## config.mk

```make
export PLATFORM = sky130hd
export DESIGN_NAME = lifo_arb
export DESIGN_NICKNAME = d
export VERILOG_FILES = /design/src/rtl/lifo_arb.sv
export SDC_FILE = /design/constraint.sdc
export NUM_CORES = 1
export LEC_CHECK = 0
export ABC_CLOCK_PERIOD_IN_PS = 7850
export BUFFER_PORTS_ARGS = -buffer_cell sky130_fd_sc_hd__buf_4
export CAP_MARGIN = 10
export CORE_MARGIN = 10
export CORE_UTILIZATION = 49
export DETAILED_ROUTE_END_ITERATION = 10
export MAX_ROUTING_LAYER = met4
export PLACE_DENSITY_LB_ADDON = 0.1
export SLEW_MARGIN = 10
export SYNTH_ARGS = -nofsm -noshare
export SYNTH_HDL_FRONTEND = slang
export SYNTH_SLANG_ARGS = --single-unit
```

## constraint.sdc

```tcl
create_clock -name i_clk -period 7.85 [get_ports i_clk]
set_input_delay 1.57 -clock i_clk [delete_from_list [all_inputs] [get_ports i_clk]]
set_output_delay 1.57 -clock i_clk [all_outputs]
set_load 0.1 [all_outputs]
```

## src/rtl/lifo_arb.sv

```systemverilog
// lifo_arb: grants at most one operation per cycle from requester A or B to a
// shared lifo_se stack. Round-robin with an optional ownership lock. Tracks
// stack depth and rejects (acks without executing) any operation that would
// underflow or overflow, recording the first such rejection in a sticky error.
//
// Ports:
//   i_clk, i_rst_n                 clock, synchronous active-low reset
//   i_a_req/se/data/lock, o_a_ack  requester A (core sequencer)
//   i_b_req/se/data/lock, o_b_ack  requester B (debug/monitor)
//   i_s0                           stack top-of-stack value (used by ZDUP)
//   o_se, o_data                   operation to the stack (combinational)
//   o_depth                        current element count
//   o_owner                        lock holder: 00 none, 01 A, 10 B
//   o_err, o_err_code              sticky error, {requester, rejected code}
module lifo_arb #(
  parameter int unsigned WIDTH = 8,
  parameter int unsigned DEPTH = 12
) (
  input  logic                       i_clk,
  input  logic                       i_rst_n,
  input  logic                       i_a_req,
  input  logic [2:0]                 i_a_se,
  input  logic [WIDTH-1:0]           i_a_data,
  input  logic                       i_a_lock,
  output logic                       o_a_ack,
  input  logic                       i_b_req,
  input  logic [2:0]                 i_b_se,
  input  logic [WIDTH-1:0]           i_b_data,
  input  logic                       i_b_lock,
  output logic                       o_b_ack,
  input  logic [WIDTH-1:0]           i_s0,
  output logic [2:0]                 o_se,
  output logic [WIDTH-1:0]           o_data,
  output logic [$clog2(DEPTH+1)-1:0] o_depth,
  output logic [1:0]                 o_owner,
  output logic                       o_err,
  output logic [3:0]                 o_err_code
);

  localparam int unsigned DW = $clog2(DEPTH + 1);
  localparam logic [DW-1:0] FULL = DW'(DEPTH);

  localparam logic [2:0] SE_NONE = 3'd0;
  localparam logic [2:0] SE_DROP = 3'd1;
  localparam logic [2:0] SE_PUSH = 3'd2;
  localparam logic [2:0] SE_RPLC = 3'd3;
  localparam logic [2:0] SE_SWAP = 3'd4;
  localparam logic [2:0] SE_OVER = 3'd5;
  localparam logic [2:0] SE_ZDUP = 3'd6;
  localparam logic [2:0] SE_ROT3 = 3'd7;

  typedef enum logic [1:0] {
    FREE   = 2'b00,
    LOCK_A = 2'b01,
    LOCK_B = 2'b10
  } own_e;

  own_e            state, state_nxt;
  logic            last_b;
  logic [DW-1:0]   depth, depth_nxt;
  logic            err;
  logic [3:0]      err_code;

  logic            gnt_a, gnt_b, gnt, legal, g_lock;
  logic [2:0]      g_se;
  logic [WIDTH-1:0] g_data;

  // Grant selection: lock holder only, otherwise round-robin on ties
  always_comb begin
    gnt_a = 1'b0;
    gnt_b = 1'b0;
    if (i_rst_n) begin
      case (state)
        FREE: begin
          if (i_a_req && i_b_req) begin
            gnt_a = last_b;
            gnt_b = !last_b;
          end else begin
            gnt_a = i_a_req;
            gnt_b = i_b_req;
          end
        end
        LOCK_A:  gnt_a = i_a_req;
        LOCK_B:  gnt_b = i_b_req;
        default: ;
      endcase
    end
  end

  assign gnt    = gnt_a | gnt_b;
  assign g_se   = gnt_b ? i_b_se   : i_a_se;
  assign g_data = gnt_b ? i_b_data : i_a_data;
  assign g_lock = gnt_b ? i_b_lock : i_a_lock;

  // Depth legality and post-operation depth of the granted code
  always_comb begin
    legal     = 1'b1;
    depth_nxt = depth;
    case (g_se)
      SE_NONE: ;
      SE_DROP: begin
        legal     = (depth != '0);
        depth_nxt = depth - DW'(1);
      end
      SE_PUSH: begin
        legal     = (depth != FULL);
        depth_nxt = depth + DW'(1);
      end
      SE_RPLC: legal = (depth >= DW'(1));
      SE_SWAP: legal = (depth >= DW'(2));
      SE_OVER: begin
        legal     = (depth >= DW'(2)) && (depth != FULL);
        depth_nxt = depth + DW'(1);
      end
      SE_ZDUP: begin
        // Zero top-of-stack leaves the stack alone; otherwise it duplicates.
        if (i_s0 == '0) begin
          legal = (depth != '0);
        end else begin
          legal     = (depth != '0) && (depth != FULL);
          depth_nxt = depth + DW'(1);
        end
      end
      SE_ROT3: legal = (depth >= DW'(3));
      default: ;
    endcase
  end

  assign o_a_ack = gnt_a;
  assign o_b_ack = gnt_b;
  assign o_se    = (gnt && legal) ? g_se   : SE_NONE;
  assign o_data  = (gnt && legal) ? g_data : '0;

  // Ownership next state
  always_comb begin
    state_nxt = state;
    case (state)
      FREE: begin
        if (gnt && g_lock) state_nxt = gnt_a ? LOCK_A : LOCK_B;
      end
      // In a lock, the holder is granted exactly when it requests, so both
      // exit conditions (granted with lock=0, idle with lock=0) reduce to lock=0.
      LOCK_A: if (!i_a_lock) state_nxt = FREE;
      LOCK_B: if (!i_b_lock) state_nxt = FREE;
      default: state_nxt = FREE;
    endcase
  end

  // State register, depth, round-robin and sticky error
  always_ff @(posedge i_clk) begin
    if (!i_rst_n) begin
      state    <= FREE;
      last_b   <= 1'b1;
      depth    <= '0;
      err      <= 1'b0;
      err_code <= '0;
    end else begin
      state <= state_nxt;
      if (gnt) last_b <= gnt_b;
      if (gnt && legal) depth <= depth_nxt;
      if (gnt && !legal && !err) begin
        err      <= 1'b1;
        err_code <= {gnt_b, g_se};
      end
    end
  end

  assign o_depth    = depth;
  assign o_owner    = state;
  assign o_err      = err;
  assign o_err_code = err_code;

endmodule
```

==> flow_summary.yaml <==
grt:
  overflow: 0
  grt_usage_pct: 14.66
  met1_usage_pct: 17.62
  grt_pass1_wl_um: 5934
  grt_max_degree: 17
  met3_usage_pct: 2.710
  grtUsageMet2_pct: 24.09
  grt-busiest-layer: "met2"
  antenna_found_initial: 0
  grt_pass1_vias: 1216
power:
  peakVddDrop_mv: 0.1870
  power_density_nw_per_um2: 189.0
  leakage_nw: 0.8053
timing:
  fin_tns_setup_ns: 0
  grt_setup_unrepaired: "false"
  fin_skew_ns: 0.002136
  worst_pin_slew_ns: 0.5507
  fmax_ghz: 0.1482
  slew_viol_final: 0
  setup_viol: 0
  slew_headroom_pct: 62.24
  period_share_pct: 85.96
  hold_violations: 0
  fin_crit_ns: 6.748
logic_synthesis:
  synth_nets: 185
  syn-instance-count: 140
  synthArstFlopShare_pct: 0
  synth_top_cell_by_area: "dfxtp_1"
  ys_warn_count: 0
  synth_area_leaders: "dfxtp_1 20%, nand2_1 9.9%, ha_1 9.3%"
  yosysUniqueCellTypes: 51
  synth_area_sq_um: 1211
  seq_area_frac_synth_pct: 19.83
  ys.flop_type: "dfxtp_1"
  synth.ff_latch_count: 12
  synth_top_area_share_pct: 19.83
  synth-edff-count: 0
  synth_area_per_cell_sq_um: 8.651
floorplanning:
  rows: 17
  pin_count: 60
  dieArea_sq_um: 4860
  initial_core_util_pct: 53.22
  die_h_um: 69.72
  coreArea_sq_um: 2276
  die_w_um: 69.72
routing:
  drtIter0Drc: 78
  firstDrtPassIters: 4
  totalWireLength_um: 3616
  viasPerCell: 5.329
  dr_total_vias: 1199
  wl_per_cell_um: 16.07
  postRouteAntennaNets: 0
  drc: 0
cells_and_area:
  area_delta_synth_final_pct: 36.98
  post_route_cells_drive_above_1_share_pct: 46.19
  fin_util_pct: 72.90
  antenna_cells: 0
  nNetsFinal: 244
  final_cell_mix: "59 x buf_4, 32 x nand2_1, 12 x dfxtp_1"
  final_common_cell: "buf_4"
setup_path:
  worstSetupPathType: "in -> out"
  worstSetupEndpointType: "output pin"
  crit_fanout: 16
  start_kind: "input pin"
  cp.arrival_ns: 5.18
  required_ns: 6.28
clocking:
  numCtsBuffers: 3
  clk_pin_slew_ns: 0.07
  cts_tree: "yes"
  postCtsSetupBuffers: 0
  hold_buffers: 0
  cts-root-buf: "clkbuf_4"
  cts_sinks: 12
  htreeDepth: 1
  insertion_delay_ns: 0.27
  cts_resized: 0
  cts.path.max_buffers: 2
placed_design:
  io_buffer_count: 59
  routabilityCongestion: 0.8072
  place_hpwl_um: 3093
worst_hold_path:
  hold_path_class: "reg -> reg"
outcome:
  outcome: "complete, no violations"
flow_run:
  maxCapViolCount: 0
[cells in the mapped netlist (2+ instances only)]
| cell | number |
|---|---|
| a32oi_1 | 2 |
| nor2b_1 | 2 |
| dfxtp_1 | 12 |
| a211oi_2 | 2 |
| inv_1 | 9 |
| a21oi_2 | 7 |
| nand2_1 | 32 |
| o21ai_0 | 5 |
| nand2b_1 | 2 |
| mux2i_1 | 7 |
| nor3b_1 | 2 |
| nor2_2 | 3 |
| nand3_1 | 2 |
| ha_1 | 9 |
| a21oi_1 | 6 |
| nor2_1 | 3 |
[through the flow]
stage	cell area, sq um	setup WS, ns	hold WS [ns]	instances	total power, mW
final	1659	1.102	0.4614	225	0.3135
after global routing	1659	0.7057	0.4790	225	0.3285
after CTS	1659	1.064	0.4597	225	0.3156
after detailed placement	1637	1.077	0.4608	222	0.2798
after global placement	1637	1.276	0.4346	222	0.2760
after floorplan	1211	1.060	0.4325	140	0.2376
[per-layer routing]
layer	vias up	routed length, um
met3	4	177
met4	0	47
met1	550	1646
met2	37	1743
li1	608	-
met5	-	0
[flip-flops by register name, indices dropped and copies added, names as in the netlist]
| register | flops |
|---|---|
| o_depth | 4 |
| o_err_code | 4 |
| last_b | 1 |
| o_owner | 2 |
| o_err | 1 |
[cells by family after synthesis]
| logic type | synth area share (%) |
|---|---|
| XOR/XNOR | 0.7233 |
| adder cells (fa/ha/maj) | 9.298 |
| multiplexers | 7.645 |
| flip-flops | 19.83 |
| buffers and inverters | 7.127 |
| AO/OA/AOI/OAI | 27.17 |
| AND/OR/NAND/NOR | 28.20 |
[power by group]
part	total, mW	leakage, nW	internal (mW)	switching, mW
Combinational	0.201	0.693	0.0607	0.141
Clock	0.0360	0.0138	0.0177	0.0183
Sequential	0.0763	0.0982	0.0674	0.00891
Total	0.313	0.805	0.146	0.168
[worst paths after layout]
path / from / to / slack (ns) / cells after the start
hold / removal: o_err_code[2] / o_err_code[2] / 0.46 / 2
setup reg to reg: o_owner[0] / o_depth[0] / 4.25 / 12
hold reg to reg: o_err_code[2] / o_err_code[2] / 0.46 / 2
setup / recovery: i_rst_n / o_data[7] / 1.10 / 14
[worst max-delay path, cell delays in order]
cell,delay (ns)
buf_4,0.17
and3b_1,0.25
nand2_1,0.25
inv_1,0.39
mux2i_1,0.55
inv_1,0.14
ha_1,0.27
nor3b_1,0.16
a2bb2o_4,0.22
a31oi_2,0.30
mux2i_4,0.12
or2_4,0.33
a21oi_1,0.13
buf_4,0.30
[cell type report]
type	instances	area, sq um
Clock buffer	3	22.52
Fill cell	192	616.8
Inverter	9	33.78
Tap cell	28	35.03
Multi-Input combinational cell	114	884.6
Sequential cell	12	240.2
Timing Repair Buffer	59	442.9
Note: power is estimated with default switching activity, not from simulation.
